--- src/rtl/ifu_fetch.sv ---
// rtl/ifu_fetch.sv - instruction fetch unit between the core PC and instruction memory
//
// Takes a fetch request from the core, issues one word read to instruction
// memory, waits a bounded number of cycles for the response and holds the
// result for the core until it is accepted. A redirect (flush) drops any
// in-flight or held fetch, a misaligned PC faults without touching memory,
// and a missing response faults after TIMEOUT cycles.
//
// Ports
//   clk, rst          clock (rising edge), asynchronous active-high reset
//   pc, fetch_en      fetch address and request from the core
//   flush             redirect: drop in-flight or held fetch
//   inst_valid        inst / inst_pc / fault / fault_cause valid to the core
//   inst, inst_pc     fetched word (0 on fault) and the address it came from
//   inst_ready        core accepts the held instruction
//   fault             fetch faulted (qualified by inst_valid)
//   fault_cause       01 misaligned, 10 bus error, 11 timeout, 00 none
//   mem_req_valid     read request valid
//   mem_req_addr      word-aligned read address
//   mem_req_ready     memory accepts the request
//   mem_rsp_valid     read data valid (always accepted)
//   mem_rsp_data      read data
//   mem_rsp_err       bus error, qualified by mem_rsp_valid
//   busy              unit is not idle

module ifu_fetch #(
    parameter logic [31:0] RESET_PC = 32'h8000_0000,
    parameter logic [7:0]  TIMEOUT  = 8'd255
) (
    input  logic        clk,
    input  logic        rst,
    input  logic [31:0] pc,
    input  logic        fetch_en,
    input  logic        flush,
    output logic        inst_valid,
    output logic [31:0] inst,
    output logic [31:0] inst_pc,
    input  logic        inst_ready,
    output logic        fault,
    output logic [1:0]  fault_cause,
    output logic        mem_req_valid,
    output logic [31:0] mem_req_addr,
    input  logic        mem_req_ready,
    input  logic        mem_rsp_valid,
    input  logic [31:0] mem_rsp_data,
    input  logic        mem_rsp_err,
    output logic        busy
);

    typedef enum logic [1:0] {
        ST_IDLE = 2'd0,
        ST_REQ  = 2'd1,
        ST_WAIT = 2'd2,
        ST_HOLD = 2'd3
    } state_t;

    localparam logic [1:0] CAUSE_NONE     = 2'b00;
    localparam logic [1:0] CAUSE_MISALIGN = 2'b01;
    localparam logic [1:0] CAUSE_BUS_ERR  = 2'b10;
    localparam logic [1:0] CAUSE_TIMEOUT  = 2'b11;

    state_t      state_q;
    state_t      state_d;

    logic [31:0] addr_q;
    logic [31:0] inst_q;
    logic        fault_q;
    logic [1:0]  cause_q;
    logic [7:0]  cnt_q;
    logic        discard_q;

    logic        misaligned;
    logic        take_pc;
    logic        timeout_hit;
    logic        wait_done;
    logic        drop;

    assign misaligned = (pc[1:0] != 2'b00);

    // A new PC is captured from IDLE, or from HOLD when the core accepts the
    // held instruction and asks for the next one in the same cycle. A flush
    // in that cycle suppresses the capture; the core re-requests afterwards.
    assign take_pc = fetch_en && !flush &&
                     ((state_q == ST_IDLE) ||
                      ((state_q == ST_HOLD) && inst_ready));

    assign timeout_hit = (cnt_q == TIMEOUT);

    // WAIT ends on a response or on timeout; a response wins if both coincide.
    assign wait_done = (state_q == ST_WAIT) && (mem_rsp_valid || timeout_hit);

    // A flush arriving in the same cycle as the response drops it as well.
    assign drop = discard_q || flush;

    // ------------------------------------------------------------------
    // State register
    // ------------------------------------------------------------------
    always_ff @(posedge clk or posedge rst) begin
        if (rst) begin
            state_q <= ST_IDLE;
        end else begin
            state_q <= state_d;
        end
    end

    // ------------------------------------------------------------------
    // Next-state logic
    // ------------------------------------------------------------------
    always_comb begin
        state_d = state_q;
        case (state_q)
            ST_IDLE: begin
                if (take_pc) begin
                    state_d = misaligned ? ST_HOLD : ST_REQ;
                end
            end
            ST_REQ: begin
                // The request is never withdrawn once raised, even on flush;
                // the discard flag takes care of the answer.
                if (mem_req_ready) begin
                    state_d = ST_WAIT;
                end
            end
            ST_WAIT: begin
                if (wait_done) begin
                    state_d = drop ? ST_IDLE : ST_HOLD;
                end
            end
            ST_HOLD: begin
                if (flush) begin
                    state_d = ST_IDLE;
                end else if (inst_ready) begin
                    if (take_pc) begin
                        state_d = misaligned ? ST_HOLD : ST_REQ;
                    end else begin
                        state_d = ST_IDLE;
                    end
                end
            end
            default: state_d = ST_IDLE;
        endcase
    end

    // ------------------------------------------------------------------
    // Output decode: everything is driven from registers only
    // ------------------------------------------------------------------
    always_comb begin
        inst_valid    = 1'b0;
        inst          = 32'd0;
        fault         = 1'b0;
        fault_cause   = CAUSE_NONE;
        mem_req_valid = 1'b0;
        inst_pc       = addr_q;
        mem_req_addr  = {addr_q[31:2], 2'b00};
        busy          = (state_q != ST_IDLE);
        case (state_q)
            ST_REQ: begin
                mem_req_valid = 1'b1;
            end
            ST_HOLD: begin
                inst_valid  = 1'b1;
                inst        = inst_q;
                fault       = fault_q;
                fault_cause = cause_q;
            end
            default: begin
            end
        endcase
    end

    // ------------------------------------------------------------------
    // Datapath: fetch address, held result, wait counter, discard flag
    // ------------------------------------------------------------------
    always_ff @(posedge clk or posedge rst) begin
        if (rst) begin
            addr_q    <= RESET_PC;
            inst_q    <= 32'd0;
            fault_q   <= 1'b0;
            cause_q   <= CAUSE_NONE;
            cnt_q     <= 8'd0;
            discard_q <= 1'b0;
        end else begin
            if (take_pc) begin
                addr_q <= pc;
                if (misaligned) begin
                    inst_q  <= 32'd0;
                    fault_q <= 1'b1;
                    cause_q <= CAUSE_MISALIGN;
                end
            end

            if ((state_q == ST_REQ) && mem_req_ready) begin
                cnt_q <= 8'd0;
            end else if (state_q == ST_WAIT) begin
                cnt_q <= cnt_q + 8'd1;
            end

            if (wait_done && !drop) begin
                if (mem_rsp_valid) begin
                    inst_q  <= mem_rsp_err ? 32'd0 : mem_rsp_data;
                    fault_q <= mem_rsp_err;
                    cause_q <= mem_rsp_err ? CAUSE_BUS_ERR : CAUSE_NONE;
                end else begin
                    inst_q  <= 32'd0;
                    fault_q <= 1'b1;
                    cause_q <= CAUSE_TIMEOUT;
                end
            end

            // Discard lives from the flush until the outstanding read resolves.
            if (wait_done) begin
                discard_q <= 1'b0;
            end else if (flush && ((state_q == ST_REQ) || (state_q == ST_WAIT))) begin
                discard_q <= 1'b1;
            end
        end
    end

endmodule
--- config.mk ---
export PLATFORM = sky130hd
export DESIGN_NAME = ifu_fetch
export DESIGN_NICKNAME = d
export VERILOG_FILES = /design/src/rtl/ifu_fetch.sv
export SDC_FILE = /design/constraint.sdc
export NUM_CORES = 1
export LEC_CHECK = 0
export CAP_MARGIN = 20
export CORE_UTILIZATION = 30
export CTS_CLUSTER_DIAMETER = 150
export DETAILED_ROUTE_END_ITERATION = 10
export PLACE_DENSITY = 0.7
export RECOVER_POWER = 50
export SETUP_SLACK_MARGIN = 0.05
export SYNTH_ARGS = -nofsm -noshare
export SYNTH_HDL_FRONTEND = slang
export SYNTH_SLANG_ARGS = --single-unit
--- constraint.sdc ---
create_clock -name clk -period 2.6 [get_ports clk]
set_input_delay 0.52 -clock clk [delete_from_list [all_inputs] [get_ports clk]]
set_output_delay 0.52 -clock clk [all_outputs]
set_load 0.05 [all_outputs]
Word-level counts from Yosys, hierarchy flattened
Cells that the tools add are included.
W data, S select, Z words.
{"block": "word_totals", "regBits": 78}
{"block": "classes", "n_mux": 32, "reduce_logical": 22, "n_addsub": 1, "eq_ne": 8}
{"op": "$mux W32", "n": 6}
{"op": "$mux W2", "n": 14}
{"op": "$mux W8", "n": 2}
{"op": "$reduce_bool A2 Y1", "n": 6}
{"op": "$mux W1", "n": 9}
{"op": "$add A8 B1 Y8 const B", "n": 1}
{"op": "$eq A8 B8 Y1 const B", "n": 1}
{"op": "$pmux W2 S4", "n": 1}
{"op": "$logic_and A1 B1 Y1", "n": 7}
{"op": "$ne A2 B2 Y1 const B", "n": 3}
{"op": "$eq A2 B2 Y1 const B", "n": 2}
{"op": "$logic_or A1 B1 Y1", "n": 4}
{"op": "$reduce_and A4 Y1", "n": 1}
{"op": "$ne A3 B3 Y1 const B", "n": 1}
{"op": "$eq A2 B1 Y1 const B", "n": 1}
{"op": "$logic_not A1 Y1", "n": 2}
{"op": "$logic_not A2 Y1", "n": 1}
{"op": "$reduce_and A2 Y1", "n": 1}

Longest topological paths before layout
{"block": "depth", "depth_word": 8, "depth_mapped": 8, "ltp_nobuf": 6}

Worst setup path after synthesis
OpenSTA, ideal clock, no wires.
{"block": "synth_path", "kind": "register -> output", "from": "reg state_q[1]", "to": "out fault", "stages_incl_launch_ff": 5, "slack_ps": 238, "arrival_time_ps": 1842, "path_cell_list": "dfrtp_1 -> ha_1 -> buf_2 -> inv_1 -> nor2_1"}
{"block": "synth_via", "elab_chain_len": 2}
{"element": "from (decl)", "line": "62", "text": "state_t state_q;"}
{"element": "from (signal assigned)", "line": "102", "text": "state_q <= state_d;"}
{"element": "$eq A2 B2 Y1", "line": "156", "text": "case (state_q)"}
{"element": "$mux W1", "line": "156"}
{"element": "to (decl)", "line": "39", "text": "output logic fault,"}
No other way between the ends.

Worst setup path after layout
{"block": "layout_path", "from": "reg state_q[1]", "to": "out mem_req_valid"}
{"block": "layout_via", "elab_chain_len": 2}
{"element": "$eq A2 B1 Y1", "line": "156"}
{"element": "$mux W1", "line": "156"}
{"element": "to (decl)", "line": "41", "text": "output logic mem_req_valid,"}
No other way between the ends.

==> impl_metrics.yaml <==
outcome:
  status: "finished, violations left"
  violations: "DRC"
floorplanning:
  rows: 39
  dieArea_sq_mm: 0.0126
  ios: 174
  die_h_microns: 112
  core_sq_mm: 0.0116
  die_w_microns: 112
  start_util_pct: 31.4
power_and_ir_drop:
  ir_drop_mv: 0.478
  power_density_mw_per_mm2: 1300
  p_leak_nw: 2.55
clocking:
  cts.sinks: 78
  numCtsBuffers: 9
  cts_tree: "built"
  clk_pin_slew_ns: 0.06
  postCtsSetupBuffers: 0
  clk_latency_ns: 0.33
  clk_path_buf_depth: 2
  root_buffer: "clkbuf_16"
  htree_levels: 3
sta:
  final-setup-viol-count: 0
  hold_viol: 0
  max_freq_ghz: 0.412
  skew_ns: 0.00643
  whs_ns: 0.491
  worst_pin_slew_ns: 1.35
  setup_tns_ns: 0
  final_max_slew_viol_count: 0
  final.min_clock_period_ns: 2.43
  grt_setup_unrepaired: "false"
  relSlewSlack_pct: 9.78
  min_period_over_period_pct: 93.5
synth:
  synth_cell_types: 40
  syn_inst: 294
  yosys.area_share.simple_pct: 10.9
  yosysWarningCount: 0
  yosysSeqAreaShare_pct: 53.6
  synth_edf_count: 0
  synth-seq-cells: 78
  ys.flop_type: "dfrtp_1"
  yosysTopAreaCell: "dfrtp_1"
  syn_area_per_cell_sq_um: 12.4
  synthArstFlopShare_pct: 100
  synthXorXnorAreaFrac_pct: 1.20
  synthMuxAreaShare_pct: 10.7
  synth_compound_area_share_pct: 10.8
  synth_area_leaders: "dfrtp_1, mux2_2, a22o_1"
  synth_top_area_share_pct: 52.8
  synth_fa_ha_area_share_pct: 2.06
  synth_area_sq_mm: 0.00365
  synth_top_family_by_area: "simple AND/OR/NAND/NOR gates"
finish:
  regArea_sq_mm: 0.00195
  diodes: 0
  area_growth_pct: 61.7
  nNetsFinal: 515
  final_common_cell: "clkdlybuf4s50_1"
  multi_input_area_sq_mm: 0.00131
  final_cell_mix: "clkdlybuf4s50_1, dfrtp_1, buf_12"
  n_fill_cell: 1028
  fin_area_sq_mm: 0.00590
  final_layout_size_suffix_gt1_share_pct: 21.3
critical_path:
  crit_type: "flop to primary output"
  cp-end-kind: "primary output"
  worstSetupStartpointType: "flop"
  crit_fanout: 4
  required_ns: 2.08
  arrival_ns: 1.91
hold_path:
  hold_path.class: "flop to flop"
placed_design:
  placed_area_sq_mm: 0.00564
  dp_hpwl_microns: 6840
  routabilityCongestion: 0.733
  io_buffers: 171
grt:
  grt_remaining_overflow: 0
  grt_pass1_vias: 2747
  antenna_found_initial: 0
  grt_max_degree: 50
  grt_pass1_wl_microns: 14300
  grtUsageTotal_pct: 14.5
routing:
  drt_wl_total_microns: 8920
  wl_per_cell_microns: 15.3
  vias: 2682
  drtPass1Iterations: 9
  viasPerCell: 4.58
  drc: 19
  drt_iter0_markers: 103
  drtAntennaViolNets: 0
flow_run:
  maxCapViolations: 0
area by class of cell:
type                            count  area share (%)
Multi-Input combinational cell    160            22.1
Sequential cell                    78            33.1
Tap cell                          143            3.03
Timing Repair Buffer              178            35.8
Clock inverter                      5           0.976
Clock buffer                       11            4.28
Inverter                           10           0.657
where the power goes:
part           internal (mW)  leakage (nW)  total, mW  switching (mW)
registers               1.70         0.994       2.02           0.322
logic                   1.61          1.42       4.38            2.78
clock network          0.793         0.144       1.27           0.481
total                   4.10          2.55       7.68            3.58
through the flow:
step | cells | util, % | power [mW] | setup slack, ns
floorplan | 295 | - | 5.24 | 0.0866
global placement | 569 | 48.5 | 6.46 | 0.433
detailed placement | 569 | 48.5 | 6.54 | 0.372
CTS | 585 | 51.2 | 7.84 | 0.121
global route | 585 | 50.8 | 8.02 | 0.0964
finish | 585 | 50.8 | 7.68 | 0.170
what timing repair did:
action                     in CTS  in global routing
gates resized for setup         1                  1
setup endpoints to repair      27                  1
gates cloned                    0                  0
hold buffers                    0                  0
state kept, by name, summed over array words and instances (netlist names):
signal	cells
inst_q	32
cnt_q	8
inst_pc	32
state_q	2
fault_q	1
cause_q	2
discard_q	1
synth_stat cells, types with 2 or more instances:
| master | number |
|---|---|
| mux2i_1 | 2 |
| o21ai_0 | 2 |
| nor2_1 | 11 |
| buf_4 | 33 |
| mux2_1 | 4 |
| nand4_1 | 4 |
| a22o_1 | 32 |
| mux2_2 | 29 |
| buf_6 | 6 |
| or3_1 | 2 |
| clkbuf_1 | 4 |
| ha_1 | 6 |
| xor2_1 | 4 |
| nand2_1 | 3 |
| inv_1 | 10 |
| dfrtp_1 | 77 |
| and2_1 | 34 |
| buf_2 | 4 |
| a21oi_1 | 6 |
final timing paths:
path,cells past startpoint,startpoint,slack (ns),to
min in group asynchronous,2,rst,0.94,inst_pc[17]
hold / removal,1,inst_q[22],0.49,inst_q[22]
max in group asynchronous,3,rst,0.84,cnt_q[3]
setup / recovery,3,state_q[1],0.17,mem_req_valid
setup reg to reg,8,state_q[0],0.30,inst_q[15]
hold reg to reg,1,inst_q[22],0.49,inst_q[22]
worst max-delay path, cell delays in order, from the launching register on:
cell	delay [ns]
dfrtp_1	0.42
inv_1	0.11
ha_1	0.23
clkdlybuf4s50_1	0.83
routing by layer:
layer  up-vias  track usage (%)  wire [microns]
met2       118             24.6            4390
met3         8             4.37             758
met4         0             4.27             104
li1       1265                -               -
met1      1291             17.8            3670
met5         -                0               0
cell families after synthesis:
group                    count (synthesis)
other                                    1
buffers and inverters                   57
XOR/XNOR                                 5
AO/OA/AOI/OAI                           48
multiplexers                            35
AND/OR/NAND/NOR                         64
adder cells (fa/ha/maj)                  6
flip-flops                              78
Note: power is estimated with default switching activity, not from simulation.
==> edit 1: new RTL, config.mk and constraints unchanged <==
Encoding of `state_t`: now one-hot (4 bits for 4 states).
--- a/src/rtl/ifu_fetch.sv
+++ b/src/rtl/ifu_fetch.sv
@@ -47,11 +47,11 @@
     output logic        busy
 );
 
-    typedef enum logic [1:0] {
-        ST_IDLE = 2'd0,
-        ST_REQ  = 2'd1,
-        ST_WAIT = 2'd2,
-        ST_HOLD = 2'd3
+    typedef enum logic [3:0] {
+        ST_IDLE = 4'b0001,
+        ST_REQ  = 4'b0010,
+        ST_WAIT = 4'b0100,
+        ST_HOLD = 4'b1000
     } state_t;
 
     localparam logic [1:0] CAUSE_NONE     = 2'b00;
Behaviour: no difference found for any inputs over 10 cycles, from zero or initial values and one cycle with rst high; not proved beyond that.
==> edit 1 against the original RTL <==
Largest power group unchanged; first-iteration DRC count up 87%; worst setup slack worse by 0.039 ns; total power down 7.7%; clock power up 16%; fmax down 1.6%; global-route usage up 0.77 points; sequential cell count up 2; die area up 1.6%; wire length up 5.7%; cell area up 1.9%; synthesized area up 1.6%.
==> edit 1: results <==
metrics = {
    "status": {
        "status": "finished clean",
    },
    "yosys": {
        "syn_area_per_cell_um2": 12.5,
        "ys_types": 43,
        "synth_edf_count": 0,
        "synth.area.top_cells": "dfrtp_1 53%, mux2_2 9.7%, a22o_1 7.6%",
        "ys.flop_type": "dfrtp_1",
        "synthTopCellsByCount": "78 x dfrtp_1, 34 x and2_1, 33 x buf_4",
        "ys_seq_area_share_pct": 54.1,
    },
    "grt": {
        "track_usage_pct": 15.3,
        "grt_max_degree": 81,
        "grt_pass1_wl_um": 15200,
        "grt_pass1_vias": 2866,
    },
    "drt": {
        "routed_wirelength_um": 9440,
        "drc": 0,
        "drt_iter0_drc": 193,
        "drtPass1Iterations": 4,
    },
    "placement": {
        "place_congestion": 0.791,
        "placed_cells": 575,
        "dp_hpwl_um": 6640,
        "place_area_um2": 5710,
    },
    "final_layout": {
        "nNetsFinal": 512,
        "layout-drive-gt1-share_pct": 23.2,
        "layout.cells.non_filler": 591,
    },
    "clocking": {
        "cts.sinks": 80,
    },
    "critical_path": {
        "cp_max_fo": 33,
        "arrival_ns": 2.68,
    },
    "timing": {
        "tightest_slew_ns": 1.29,
        "finClkSkew_ns": 0.00949,
    },
    "power": {
        "ir_drop_mv": 0.365,
    },
}
==> edit 1: cells by family (layout without fill, tap and decap cells) <==
family	after synthesis	after routing	synth area share [%]
multiplexers	32	32	9.72
AND/OR/NAND/NOR	73	73	12.7
buffers and inverters	53	199	9.55
XOR/XNOR	8	8	1.89
adder cells (fa/ha/maj)	1	1	0.337
flip-flops	80	80	54.1
AO/OA/AOI/OAI	49	49	11.7
other	1	2	0.101
==> edit 1: power breakdown <==
part | internal, mW | switching (mW)
sequential | 1.62 | 0.304
combinational | 1.30 | 2.39
clock | 0.965 | 0.501
total | 3.88 | 3.20
==> edit 1: stage by stage <==
stage               hold WS, ns  setup WS, ns
floorplan                 0.458         0.153
global placement          0.474         0.215
detailed placement        0.476         0.187
CTS                       0.495        0.0474
global route              0.502        0.0251
finish                    0.490         0.132
==> edit 1: final cells by class <==
type | count | area [µm²]
Timing Repair Buffer | 176 | 2090
Inverter | 7 | 42.5
Multi-Input combinational cell | 165 | 1350
Fill cell | 1067 | 6000
Clock inverter | 5 | 104
Sequential cell | 80 | 2000
Clock buffer | 11 | 243
Tap cell | 147 | 184
==> edit 1: worst max-delay path, cell delays in order <==
cell and delay, ns:
dlygate4sd3_1 0.68, and3b_1 0.26, a2bb2oi_4 0.17, buf_2 0.61, mux2_2 0.42
==> edit 1: layer usage <==
| metal | wire, µm | global-route usage [%] | part of all wire [%] |
|---|---|---|---|
| met1 | 3870 | 18.0 | 41 |
| met2 | 4560 | 25.1 | 48 |
| met5 | 0 | 0 | 0 |
| met4 | 163 | 6.93 | 1.7 |
| met3 | 841 | 5.20 | 8.9 |
==> edit 1: timing repair <==
item	4_1_cts	5_1_grt
endpoints found under the setup margin	35	3
cloned	0	0
resized for setup	3	2
pin swaps	0	0
==> edit 1: final timing paths <==
path	end	cells after the start	slack (ns)	start
worst max register to register	inst_pc[21]	5	0.31	state_q[0]
min in group asynchronous	inst_pc[24]	3	1.02	rst
worst min-delay path	inst_q[30]	1	0.49	inst_q[30]
worst min register to register	inst_q[30]	1	0.49	inst_q[30]
worst max-delay path	inst_pc[21]	5	0.13	flush
max in group asynchronous	inst_q[23]	3	0.80	rst
==> edit 2: new RTL, same settings <==
Without the edit above. The parameter `TIMEOUT` goes from 8'd255 to 8'd127.
--- a/src/rtl/ifu_fetch.sv
+++ b/src/rtl/ifu_fetch.sv
@@ -25,7 +25,7 @@
 
 module ifu_fetch #(
     parameter logic [31:0] RESET_PC = 32'h8000_0000,
-    parameter logic [7:0]  TIMEOUT  = 8'd255
+    parameter logic [7:0]  TIMEOUT  = 8'd127
 ) (
     input  logic        clk,
     input  logic        rst,
Behaviour: no difference found for any inputs over 10 cycles, from zero or initial values and one cycle with rst high; that may be too few to reach the edited logic, so the function may still have changed.
==> edit 2 against the original RTL <==
Wire length shrank 3.6%; synthesized area grew 0.45%; worst setup slack gained 0.017 ns; cell area grew 0.30%; total power grew 3.9%; die area grew 0.44%; sequential cell count is the same; utilization shrank 0.062 points; largest cell class unchanged; global-route usage grew 0.23 points; highest routed layer unchanged; non-clock buffer count shrank 1.
==> edit 2: results <==
metrics = {
    "drt": {
        "wl_per_cell_um": 14.8,
        "wl_met1_um": 3630,
        "wl_met3_um": 828,
        "drt-vias-per-instance": 4.56,
        "wl_met2_um": 4100,
        "drt_iter0_drc": 79,
        "top_layer": "met4",
        "drtPass1Iterations": 4,
    },
    "timing": {
        "finClkSkew_ns": 0.00841,
        "tightest_slew_ns": 0.946,
        "period_share_pct": 92.8,
        "drv_slew": 0,
    },
    "grt": {
        "grt_max_degree": 41,
        "grt_pass1_wl_um": 14500,
        "grt_pass1_vias": 2770,
        "track_usage_pct": 14.7,
        "antenna_found_initial": 0,
    },
    "yosys": {
        "synthTopCellsByCount": "77 x dfrtp_1, 36 x and2_1, 33 x a22o_1, 33 x mux2_2, 32 x buf_4",
        "ys.flop_type": "dfrtp_1",
        "ys_seq_area_share_pct": 53.3,
        "ys_types": 36,
        "synth.area.top_cells": "dfrtp_1 53%, mux2_2 10%, a22o_1 7.9%",
    },
    "critical_path": {
        "critPathMaxStageDelay_ns": 0.80,
        "critPathSlowestCell": "clkdlybuf4s50_1",
        "cp_top_family": "buffers and inverters",
        "arrival_ns": 1.89,
        "r2r_setup_slack_ns": 0.36,
        "cp_max_fo": 4,
    },
    "final_layout": {
        "layout-drive-gt1-share_pct": 21.9,
        "nNetsFinal": 511,
        "fill_cells": 1046,
    },
    "clocking": {
        "ctsHtreeMaxLevel": 3,
        "cts_setup_buffers": 0,
        "cts.path.max_buffers": 2,
        "path_clk_slew_ns": 0.06,
        "clock_latency_ns": 0.33,
        "cts_root_buffer": "clkbuf_16",
    },
    "placement": {
        "place_area_um2": 5640,
        "dp_hpwl_um": 6340,
        "place_congestion": 0.714,
        "pre_cts_ws_ns": 0.326,
    },
    "power": {
        "leakagePower_nw": 2.58,
        "ir_drop_mv": 0.383,
        "p_switching_mw": 3.62,
    },
    "status": {
        "status": "finished clean",
    },
    "worst_hold_path": {
        "hold_path.class": "flip-flop to flip-flop",
    },
}
edit 2: worst reg2reg max path, cell delays in order, from the launching register on:
cell	delay [ns]
dfrtp_1	0.39
inv_1	0.14
ha_1	0.21
a21oi_1	0.06
nor2_1	0.22
clkbuf_2	0.67
mux2_2	0.42
edit 2: worst paths after layout:
check / cells past startpoint / to / start
worst min-delay path: 1 / inst_q[7] / inst_q[7]
worst min register to register: 1 / inst_q[7] / inst_q[7]
max in group asynchronous: 3 / inst_pc[31] / rst
worst max register to register: 6 / inst_pc[17] / state_q[0]
min in group asynchronous: 2 / inst_pc[10] / rst
worst max-delay path: 4 / busy / state_q[0]
edit 2: power by group through the flow:
stage / logic [mW] / clock network [mW] / registers (mW)
after floorplan: 2.47 / 0 / 2.90
after global placement: 4.57 / 0 / 2.05
after detailed placement: 4.64 / 0 / 2.07
after CTS: 4.64 / 1.42 / 2.06
after global routing: 4.75 / 1.49 / 2.13
final: 4.55 / 1.38 / 2.05
edit 2: kinds of logic after synthesis:
kind of cell | synth area share [%]
xor gates and xnor gates | 1.67
and+or+nand+nor | 11.1
adders and majority gates | 2.05
DFF | 53.3
muxes | 10.7
AOI/OAI and AO/OA | 10.5
other | 0.102
buffers and inverters | 10.6
edit 2: what timing repair did:
| item | 4_1_cts | 5_1_grt |
|---|---|---|
| gates resized for setup | 0 | 1 |
| hold buffers | 0 | 0 |
| endpoints found under the setup margin | 0 | 1 |
edit 2: final cells by class:
cell class	count	area (µm²)	share of cell area, %
inverter	9	35.0	0.592
tap	143	179	3.02
sequential	78	1950	33.0
clock buffer	13	270	4.57
multi-input combinational	158	1290	21.8
clock inverter	3	65.1	1.10
timing repair buffer	177	2120	35.9
edit 2: layer usage:
metal	up-vias	GRT usage, %
li1	1257	-
met1	1257	17.9
met2	132	23.4
met3	6	6.26
met4	0	5.07
met5	-	0
edit 2: stage by stage:
stage / std cells / hold slack [ns] / utilization, % / power, mW
4_1_cts: 581 / 0.482 / 51.2 / 8.12
6_report: 581 / 0.488 / 50.7 / 7.97
3_3_place_gp: 565 / 0.474 / 48.3 / 6.62
2_1_floorplan: 292 / 0.458 / - / 5.37
3_5_place_dp: 565 / 0.475 / 48.3 / 6.70
5_1_grt: 581 / 0.507 / 50.7 / 8.37
